### config.mk
export PLATFORM = sky130hd
export DESIGN_NAME = ucontrol_sequencer_flat
export DESIGN_NICKNAME = d
export VERILOG_FILES = /design/src/rtl/ucontrol_pkg.sv /design/src/rtl/ucontrol_sequencer_if.sv /design/src/rtl/ucontrol_sequencer_decode.sv /design/src/rtl/ucontrol_sequencer.sv /design/src/flat_wrapper.sv
export SDC_FILE = /design/constraint.sdc
export NUM_CORES = 1
export LEC_CHECK = 0
export CAP_MARGIN = 20
export CORE_UTILIZATION = 33
export CTS_CLUSTER_DIAMETER = 80
export DETAILED_ROUTE_END_ITERATION = 10
export GPL_ROUTABILITY_DRIVEN = 0
export GPL_TIMING_DRIVEN = 0
export PLACE_DENSITY = 0.85
export SLEW_MARGIN = 30
export SYNTH_ARGS = -nofsm -noshare
export SYNTH_HDL_FRONTEND = slang
export SYNTH_SLANG_ARGS = --single-unit
### constraint.sdc
create_clock -name uDataPath_CLOCK_50 -period 2.3 [get_ports uDataPath_CLOCK_50]
set_clock_uncertainty 0.1 [all_clocks]
set_input_delay 0.575 -clock uDataPath_CLOCK_50 [delete_from_list [all_inputs] [get_ports uDataPath_CLOCK_50]]
set_output_delay 0.575 -clock uDataPath_CLOCK_50 [all_outputs]
set_load 0.02 [all_outputs]
### src/rtl/ucontrol_pkg.sv
// Shared constants and types for the multicycle control sequencer.
package ucontrol_pkg;

  // Opcodes
  localparam logic [7:0] OP_ADD  = 8'h00;
  localparam logic [7:0] OP_SUB  = 8'h01;
  localparam logic [7:0] OP_AND  = 8'h02;
  localparam logic [7:0] OP_OR   = 8'h03;
  localparam logic [7:0] OP_XOR  = 8'h04;
  localparam logic [7:0] OP_LD   = 8'h10;
  localparam logic [7:0] OP_ST   = 8'h11;
  localparam logic [7:0] OP_HALT = 8'hFF;

  // ALU operation codes
  localparam logic [3:0] ALU_ADD   = 4'd0;
  localparam logic [3:0] ALU_SUB   = 4'd1;
  localparam logic [3:0] ALU_AND   = 4'd2;
  localparam logic [3:0] ALU_OR    = 4'd3;
  localparam logic [3:0] ALU_XOR   = 4'd4;
  localparam logic [3:0] ALU_INC4  = 4'd5;
  localparam logic [3:0] ALU_PASSA = 4'd6;

  // Register select codes
  localparam logic [3:0] REG_ZERO    = 4'd0;
  localparam logic [3:0] REG_PC      = 4'd8;
  localparam logic [3:0] REG_TEMP0   = 4'd9;
  localparam logic [3:0] REG_IR      = 4'd13;
  localparam logic [3:0] REG_NOWRITE = 4'd15;

  // Highest register number an instruction field may name
  localparam int unsigned GPR_MAX = 7;

  typedef enum logic [2:0] {
    FETCH,
    DECODE,
    EXEC,
    ADDR,
    MEM,
    PCINC,
    HALT
  } state_e;

  // Instruction class; exactly one flag is set for any IR contents
  typedef struct packed {
    logic       alu;
    logic       ld;
    logic       st;
    logic       halt;
    logic       illegal;
    logic [3:0] alu_op;
  } op_class_t;

endpackage

### src/rtl/ucontrol_sequencer_if.sv
// IR fields from the scratchpath and the control/memory handshake back to it.
interface ucontrol_sequencer_if #(
  parameter int unsigned DATAWIDTH_BUS_REG_IR        = 5,
  parameter int unsigned DATAWIDTH_BUS_REG_IR_OP     = 8,
  parameter int unsigned DATAWIDTH_DECODER_SELECTION = 4,
  parameter int unsigned DATAWIDTH_MUX_SELECTION     = 4,
  parameter int unsigned DATAWIDTH_ALU_SELECTION     = 4
);
  logic [DATAWIDTH_BUS_REG_IR_OP-1:0]     uControl_IR_OP;
  logic [DATAWIDTH_BUS_REG_IR-1:0]        uControl_IR_RS1;
  logic [DATAWIDTH_BUS_REG_IR-1:0]        uControl_IR_RS2;
  logic [DATAWIDTH_BUS_REG_IR-1:0]        uControl_IR_RD;
  logic                                   uControl_IR_IR13;
  logic                                   uControl_MEM_Ack;
  logic [DATAWIDTH_DECODER_SELECTION-1:0] uControl_Selector_Decoder;
  logic [DATAWIDTH_MUX_SELECTION-1:0]     uControl_Selector_MUX_A;
  logic [DATAWIDTH_MUX_SELECTION-1:0]     uControl_Selector_MUX_B;
  logic                                   uControl_Selector_MUXC;
  logic [DATAWIDTH_ALU_SELECTION-1:0]     uControl_ALU_Op;
  logic                                   uControl_MEM_Req;
  logic                                   uControl_MEM_WriteEn;
  logic                                   uControl_Halted;

  // Sequencer side
  modport master (
    input  uControl_IR_OP, uControl_IR_RS1, uControl_IR_RS2, uControl_IR_RD,
           uControl_IR_IR13, uControl_MEM_Ack,
    output uControl_Selector_Decoder, uControl_Selector_MUX_A, uControl_Selector_MUX_B,
           uControl_Selector_MUXC, uControl_ALU_Op, uControl_MEM_Req,
           uControl_MEM_WriteEn, uControl_Halted
  );

  // Scratchpath / memory side
  modport slave (
    output uControl_IR_OP, uControl_IR_RS1, uControl_IR_RS2, uControl_IR_RD,
           uControl_IR_IR13, uControl_MEM_Ack,
    input  uControl_Selector_Decoder, uControl_Selector_MUX_A, uControl_Selector_MUX_B,
           uControl_Selector_MUXC, uControl_ALU_Op, uControl_MEM_Req,
           uControl_MEM_WriteEn, uControl_Halted
  );
endinterface

### src/rtl/ucontrol_sequencer_decode.sv
// Combinational instruction classifier: opcode and register-field legality.
module ucontrol_decode
  import ucontrol_pkg::*;
#(
  parameter int unsigned RW  = 5,
  parameter int unsigned OPW = 8
) (
  input  logic [OPW-1:0] op_i,
  input  logic [RW-1:0]  rs1_i,
  input  logic [RW-1:0]  rs2_i,
  input  logic [RW-1:0]  rd_i,
  output op_class_t      cls_o
);
  logic bad_reg;

  // Classify the opcode; any out-of-range register field overrides to illegal
  always_comb begin
    cls_o        = '0;
    cls_o.alu_op = ALU_PASSA;
    bad_reg      = (rs1_i > RW'(GPR_MAX)) || (rs2_i > RW'(GPR_MAX)) ||
                   (rd_i > RW'(GPR_MAX));
    case (op_i)
      OPW'(OP_ADD):  begin cls_o.alu = 1'b1; cls_o.alu_op = ALU_ADD; end
      OPW'(OP_SUB):  begin cls_o.alu = 1'b1; cls_o.alu_op = ALU_SUB; end
      OPW'(OP_AND):  begin cls_o.alu = 1'b1; cls_o.alu_op = ALU_AND; end
      OPW'(OP_OR):   begin cls_o.alu = 1'b1; cls_o.alu_op = ALU_OR;  end
      OPW'(OP_XOR):  begin cls_o.alu = 1'b1; cls_o.alu_op = ALU_XOR; end
      OPW'(OP_LD):   cls_o.ld   = 1'b1;
      OPW'(OP_ST):   cls_o.st   = 1'b1;
      OPW'(OP_HALT): cls_o.halt = 1'b1;
      default:       cls_o.illegal = 1'b1;
    endcase
    if (bad_reg) begin
      cls_o         = '0;
      cls_o.alu_op  = ALU_PASSA;
      cls_o.illegal = 1'b1;
    end
  end
endmodule

### src/rtl/ucontrol_sequencer.sv
// Multicycle control sequencer: FETCH/DECODE/EXEC|ADDR-MEM/PCINC with HALT trap.
module ucontrol_sequencer
  import ucontrol_pkg::*;
#(
  parameter int unsigned DATAWIDTH_BUS_REG_IR        = 5,
  parameter int unsigned DATAWIDTH_BUS_REG_IR_OP     = 8,
  parameter int unsigned DATAWIDTH_DECODER_SELECTION = 4,
  parameter int unsigned DATAWIDTH_MUX_SELECTION     = 4,
  parameter int unsigned DATAWIDTH_ALU_SELECTION     = 4
) (
  input logic                  uDataPath_CLOCK_50,
  input logic                  uDATAPATH_RESET_InHigh,
  ucontrol_sequencer_if.master bus
);
  localparam int unsigned DW = DATAWIDTH_DECODER_SELECTION;
  localparam int unsigned MW = DATAWIDTH_MUX_SELECTION;
  localparam int unsigned AW = DATAWIDTH_ALU_SELECTION;

  state_e    state_q;
  op_class_t cls;

  logic [DW-1:0] dec_c;
  logic [MW-1:0] mux_a_c;
  logic [MW-1:0] mux_b_c;
  logic [MW-1:0] b_operand;
  logic [AW-1:0] alu_c;
  logic          muxc_c;
  logic          req_c;
  logic          we_c;
  logic          halted_c;

  ucontrol_decode #(
    .RW  (DATAWIDTH_BUS_REG_IR),
    .OPW (DATAWIDTH_BUS_REG_IR_OP)
  ) u_decode (
    .op_i  (bus.uControl_IR_OP),
    .rs1_i (bus.uControl_IR_RS1),
    .rs2_i (bus.uControl_IR_RS2),
    .rd_i  (bus.uControl_IR_RD),
    .cls_o (cls)
  );

  assign b_operand = bus.uControl_IR_IR13 ? MW'(REG_IR) : MW'(bus.uControl_IR_RS2);

  // State register; memory states advance only on Ack, HALT is sticky until reset
  always_ff @(posedge uDataPath_CLOCK_50 or posedge uDATAPATH_RESET_InHigh) begin
    if (uDATAPATH_RESET_InHigh) begin
      state_q <= FETCH;
    end else begin
      case (state_q)
        FETCH:  if (bus.uControl_MEM_Ack) state_q <= DECODE;
        DECODE: begin
          if (cls.illegal || cls.halt) state_q <= HALT;
          else if (cls.alu)            state_q <= EXEC;
          else                         state_q <= ADDR;
        end
        EXEC:   state_q <= PCINC;
        ADDR:   state_q <= MEM;
        MEM:    if (bus.uControl_MEM_Ack) state_q <= PCINC;
        PCINC:  state_q <= FETCH;
        HALT:   state_q <= HALT;
        default: state_q <= FETCH;
      endcase
    end
  end

  // Output decode of the state; reset is folded in combinationally so a
  // pending request drops the moment reset rises, not at the next edge
  always_comb begin
    req_c    = 1'b0;
    we_c     = 1'b0;
    halted_c = 1'b0;
    muxc_c   = 1'b0;
    dec_c    = DW'(REG_NOWRITE);
    mux_a_c  = '0;
    mux_b_c  = '0;
    alu_c    = AW'(ALU_PASSA);
    if (!uDATAPATH_RESET_InHigh) begin
      case (state_q)
        FETCH: begin
          req_c   = 1'b1;
          mux_a_c = MW'(REG_PC);
          muxc_c  = 1'b1;
          if (bus.uControl_MEM_Ack) dec_c = DW'(REG_IR);
        end
        EXEC: begin
          mux_a_c = MW'(bus.uControl_IR_RS1);
          mux_b_c = b_operand;
          alu_c   = AW'(cls.alu_op);
          if (bus.uControl_IR_RD != '0) dec_c = DW'(bus.uControl_IR_RD);
        end
        ADDR: begin
          mux_a_c = MW'(bus.uControl_IR_RS1);
          mux_b_c = b_operand;
          alu_c   = AW'(ALU_ADD);
          dec_c   = DW'(REG_TEMP0);
        end
        MEM: begin
          req_c   = 1'b1;
          mux_a_c = MW'(REG_TEMP0);
          if (cls.st) begin
            we_c    = 1'b1;
            mux_b_c = MW'(bus.uControl_IR_RD);
          end else begin
            muxc_c = 1'b1;
            if (bus.uControl_MEM_Ack && (bus.uControl_IR_RD != '0))
              dec_c = DW'(bus.uControl_IR_RD);
          end
        end
        PCINC: begin
          mux_a_c = MW'(REG_PC);
          alu_c   = AW'(ALU_INC4);
          dec_c   = DW'(REG_PC);
        end
        HALT:    halted_c = 1'b1;
        default: ;
      endcase
    end
  end

  assign bus.uControl_Selector_Decoder = dec_c;
  assign bus.uControl_Selector_MUX_A   = mux_a_c;
  assign bus.uControl_Selector_MUX_B   = mux_b_c;
  assign bus.uControl_Selector_MUXC    = muxc_c;
  assign bus.uControl_ALU_Op           = alu_c;
  assign bus.uControl_MEM_Req          = req_c;
  assign bus.uControl_MEM_WriteEn      = we_c;
  assign bus.uControl_Halted           = halted_c;

endmodule
### src/flat_wrapper.sv
// flat-port wrapper written by rule: the top's interface ports become plain ports
module ucontrol_sequencer_flat import ucontrol_pkg::*;
#(
  parameter int unsigned DATAWIDTH_BUS_REG_IR        = 5,
  parameter int unsigned DATAWIDTH_BUS_REG_IR_OP     = 8,
  parameter int unsigned DATAWIDTH_DECODER_SELECTION = 4,
  parameter int unsigned DATAWIDTH_MUX_SELECTION     = 4,
  parameter int unsigned DATAWIDTH_ALU_SELECTION     = 4
)
  (uDataPath_CLOCK_50, uDATAPATH_RESET_InHigh, bus_uControl_IR_OP, bus_uControl_IR_RS1, bus_uControl_IR_RS2, bus_uControl_IR_RD, bus_uControl_IR_IR13, bus_uControl_MEM_Ack, bus_uControl_Selector_Decoder, bus_uControl_Selector_MUX_A, bus_uControl_Selector_MUX_B, bus_uControl_Selector_MUXC, bus_uControl_ALU_Op, bus_uControl_MEM_Req, bus_uControl_MEM_WriteEn, bus_uControl_Halted);
  ucontrol_sequencer_if #(.DATAWIDTH_BUS_REG_IR(DATAWIDTH_BUS_REG_IR), .DATAWIDTH_BUS_REG_IR_OP(DATAWIDTH_BUS_REG_IR_OP), .DATAWIDTH_DECODER_SELECTION(DATAWIDTH_DECODER_SELECTION), .DATAWIDTH_MUX_SELECTION(DATAWIDTH_MUX_SELECTION), .DATAWIDTH_ALU_SELECTION(DATAWIDTH_ALU_SELECTION)) bus_i ();
  input logic uDataPath_CLOCK_50;
  input logic uDATAPATH_RESET_InHigh;
  input wire logic [$bits(bus_i.uControl_IR_OP)-1:0] bus_uControl_IR_OP;
  input wire logic [$bits(bus_i.uControl_IR_RS1)-1:0] bus_uControl_IR_RS1;
  input wire logic [$bits(bus_i.uControl_IR_RS2)-1:0] bus_uControl_IR_RS2;
  input wire logic [$bits(bus_i.uControl_IR_RD)-1:0] bus_uControl_IR_RD;
  input wire logic [$bits(bus_i.uControl_IR_IR13)-1:0] bus_uControl_IR_IR13;
  input wire logic [$bits(bus_i.uControl_MEM_Ack)-1:0] bus_uControl_MEM_Ack;
  output wire logic [$bits(bus_i.uControl_Selector_Decoder)-1:0] bus_uControl_Selector_Decoder;
  output wire logic [$bits(bus_i.uControl_Selector_MUX_A)-1:0] bus_uControl_Selector_MUX_A;
  output wire logic [$bits(bus_i.uControl_Selector_MUX_B)-1:0] bus_uControl_Selector_MUX_B;
  output wire logic [$bits(bus_i.uControl_Selector_MUXC)-1:0] bus_uControl_Selector_MUXC;
  output wire logic [$bits(bus_i.uControl_ALU_Op)-1:0] bus_uControl_ALU_Op;
  output wire logic [$bits(bus_i.uControl_MEM_Req)-1:0] bus_uControl_MEM_Req;
  output wire logic [$bits(bus_i.uControl_MEM_WriteEn)-1:0] bus_uControl_MEM_WriteEn;
  output wire logic [$bits(bus_i.uControl_Halted)-1:0] bus_uControl_Halted;
  assign bus_i.uControl_IR_OP = bus_uControl_IR_OP;
  assign bus_i.uControl_IR_RS1 = bus_uControl_IR_RS1;
  assign bus_i.uControl_IR_RS2 = bus_uControl_IR_RS2;
  assign bus_i.uControl_IR_RD = bus_uControl_IR_RD;
  assign bus_i.uControl_IR_IR13 = bus_uControl_IR_IR13;
  assign bus_i.uControl_MEM_Ack = bus_uControl_MEM_Ack;
  assign bus_uControl_Selector_Decoder = bus_i.uControl_Selector_Decoder;
  assign bus_uControl_Selector_MUX_A = bus_i.uControl_Selector_MUX_A;
  assign bus_uControl_Selector_MUX_B = bus_i.uControl_Selector_MUX_B;
  assign bus_uControl_Selector_MUXC = bus_i.uControl_Selector_MUXC;
  assign bus_uControl_ALU_Op = bus_i.uControl_ALU_Op;
  assign bus_uControl_MEM_Req = bus_i.uControl_MEM_Req;
  assign bus_uControl_MEM_WriteEn = bus_i.uControl_MEM_WriteEn;
  assign bus_uControl_Halted = bus_i.uControl_Halted;
  ucontrol_sequencer #(.DATAWIDTH_BUS_REG_IR(DATAWIDTH_BUS_REG_IR), .DATAWIDTH_BUS_REG_IR_OP(DATAWIDTH_BUS_REG_IR_OP), .DATAWIDTH_DECODER_SELECTION(DATAWIDTH_DECODER_SELECTION), .DATAWIDTH_MUX_SELECTION(DATAWIDTH_MUX_SELECTION), .DATAWIDTH_ALU_SELECTION(DATAWIDTH_ALU_SELECTION)) u_core (.uDataPath_CLOCK_50(uDataPath_CLOCK_50), .uDATAPATH_RESET_InHigh(uDATAPATH_RESET_InHigh), .bus(bus_i));
endmodule
==> results of run 1 <==
[stage by stage]
step	setup slack (ns)	hold WS [ns]	TNS [ns]
final	-0.163	0.335	-1.07
after CTS	-0.181	0.471	-0.894
after global placement	-0.997	0.568	-15.85
after floorplan	0.00594	0.466	0
after detailed placement	-1.04	0.574	-16.23
after global routing	-0.217	0.344	-1.75
[synth_stat cells (all sizes together), types with 4 or more instances]
| cell type | n | area [um^2] |
|---|---|---|
| inv | 4 | 15.0 |
| a21oi | 7 | 35.0 |
| and3 | 5 | 31.3 |
| nor4 | 4 | 43.8 |
| nand2 | 6 | 22.5 |
| o21ai | 4 | 20.0 |
| nand2b | 4 | 25.0 |
| nand4 | 4 | 25.0 |
| nor2 | 7 | 26.3 |
[what timing repair did]
| action | in CTS | in global routing |
|---|---|---|
| endpoints found under the setup margin | 19 | 18 |
| resized for setup | 185 | 27 |
| cloned | 0 | 0 |
| pin swaps | 12 | 12 |
| buffers inserted | 6 | 2 |
| endpoints found under the hold margin | 0 | 0 |
[worst max-delay path: cells and delay by family]
family,cells,cell delay (ns)
simple gates,3,0.56
buf+inv,3,0.40
compound gates,1,0.26
[power by group through the flow]
stage                     clock [mW]  combinational (mW)  sequential [mW]
after floorplan                    0               0.364           0.0923
after global placement             0               0.593           0.0982
after detailed placement           0               0.598           0.0996
after CTS                     0.0961               0.644            0.103
after global routing           0.103               0.743            0.107
final                         0.0960               0.700            0.105
[layout make-up]
cell class	instances	area, um^2
sequential	3	76.3
inverter	4	18.8
multi-input combinational	76	617
buffer	5	51.3
fill	135	452
clock buffer	4	26.3
timing repair buffer	53	473
tap	25	31.3
[worst paths after layout]
| kind | startpoint | end | slack [ns] | cells past startpoint |
|---|---|---|---|---|
| worst max-delay path | bus_uControl_IR_OP[6] | bus_uControl_Selector_Decoder[2] | -0.16 | 7 |
| worst min-delay path | uDATAPATH_RESET_InHigh | u_core.state_q[1] | 0.33 | 3 |
| worst max register to register | u_core.state_q[0] | u_core.state_q[0] | 0.95 | 5 |
| worst min register to register | u_core.state_q[2] | u_core.state_q[1] | 0.59 | 2 |
| max in group asynchronous | uDATAPATH_RESET_InHigh | u_core.state_q[2] | 1.64 | 3 |
| min in group uDataPath_CLOCK_50 | u_core.state_q[2] | u_core.state_q[1] | 0.59 | 2 |
[layer usage]
metal  vias up  GRT usage
li1        453          -
met4         0     0.0848
met1       454      0.348
met3         6     0.0200
met5         -          0
met2        48      0.435
[logic make-up after synthesis]
family,after synthesis,share of synthesized area
buffers and inverters,9,0.0646
AO/OA/AOI/OAI,29,0.317
AND/OR/NAND/NOR,46,0.491
flip-flops,3,0.121
other,1,0.00605
==> run_results.csv, run 1 <==
group,metric,value,unit
route,met3_length,128,um
finish,largest-register,"u_core.state_q",
power_and_ir_drop,p_leak,0.563,nW
finish,final_util,0.741,
worst_setup_path,crit_type,"input port to primary output",
flow_run,maxCapViolCount,0,
timing,setup_ws,-0.163,ns
floorplan,die_height,45.3,um
synthesis,ys_seq_elements,3,
synthesis,synthDistinctLibCells,35,
synthesis,synth_edf_count,0,
timing,final_max_slew_viol_count,0,
finish,final_common_cell,"buf_6",
timing,hold_viol,0,
floorplan,core_area,1750,um^2
synthesis,synth_fp_nets,115,
clock_network,postCtsHoldBufs,0,
finish,largest_register_ffs,3,
worst_setup_path,cp_cell_sequence,"buf_6 -> nor4_4 -> buf_4 -> nand4_1 -> a31oi_2 -> nand2b_1 -> buf_6",
outcome,violations,"setup timing",
synthesis,async_reset_ff_frac,1.00,
power_and_ir_drop,p_clk_frac,0.107,
power_and_ir_drop,p_sw,446,uW
timing,timing.fmax,406,MHz
clock_network,clkSinkCount,3,
finish,top_regs,"u_core.state_q x3",
worst_setup_path,crit_fanout,3,
route,wl_met2,1300,um
synthesis,ys.flop_type,"dfrtp_1",
finish,fin_cells,170,
timing,fin_crit,2.46,ns
route,post-route-drc-count,0,
timing,grt_setup_unrepaired,"yes",
route,vias,961,
route,detail_route.wl_per_cell,14.7,um
finish,nets,173,
power_and_ir_drop,power_density,697,nW/um^2
route,wl_met1,1040,um
global_routing,grt_overflow,0,
clock_network,cts-buffers-inserted,3,
route,ant_nets,0,
route,via_per_inst,5.65,
synthesis,synth_cells,88,
place,portBuffers,45,
route,drt_iter0_drc,25,
clock_network,clock_latency,0.24,ns
worst_setup_path,start_kind,"input port",
timing,relSlewSlack,0.684,
finish,final_cell_mix,"19 x buf_6, 12 x buf_4, 8 x buf_2",
power_and_ir_drop,p_seq_frac,0.117,
clock_network,h-tree-depth,1,
synthesis,synth_warnings,0,
place,dpl_cell_area,1110,um^2
floorplan,die_w,45.3,um
synthesis,netlist_area,619,um^2
global_routing,grt_max_degree,11,
route,dr.pass1.iters,6,
timing,worst_pin_slew,0.462,ns
worst_setup_path,cp.required,1.62,ns
finish,design_area,1290,um^2
floorplan,dieArea,2050,um^2
worst_setup_path,cp_common_cell,"buf_6",
place,dp_hpwl,1680,um
timing,fin_crit_sh,1.07,
route,routed_wl,2510,um
outcome,status,"finished with violations",
worst_hold_path,hold_path.class,"input port to asynchronous set/reset pin",
finish,area_delta_synth_final,109,%
floorplan,initial_core_util,0.355,
worst_setup_path,cp_slowest_cell,"nor4_4",
worst_setup_path,critPathCaptureType,"primary output",
power_and_ir_drop,switching_share,0.495,
worst_setup_path,slowest_delay,0.29,ns
power_and_ir_drop,p_int,455,uW
synthesis,avgSynthCellArea,7.04,um^2
synthesis,ys_seq_area_frac,0.121,
timing,setup_viol,11,
worst_setup_path,arrival,1.79,ns
place,place_inst,158,
finish,drive_gt1_frac,0.531,
clock_network,clock_path_buffers,2,
finish,diodes,0,
floorplan,floorplan.rows,15,
global_routing,grt_pass1_vias,884,
global_routing,antenna_found_initial,0,
global_routing,grt_first_pass_wirelength,3930,um
route,dr.max_layer_used,"met4",
power_and_ir_drop,pwr-share-comb,0.777,
global_routing,grt_use_total,0.259,
floorplan,ios,47,
power_and_ir_drop,ir_drop,0.488,mV
clock_network,cts-root-buf,"clkbuf_4",
clock_network,cts_tree,"done",
clock_network,path_clk_slew,0.04,ns
power_and_ir_drop,p_total,901,uW
No activity file was read; power rests on OpenSTA's default activity.
==> inputs of run 2 (changes only) <==
SLEW_MARGIN = unset   (was 30)
==> results of run 2 <==
Final layout, timing and power as in run 1 (identical DEF).
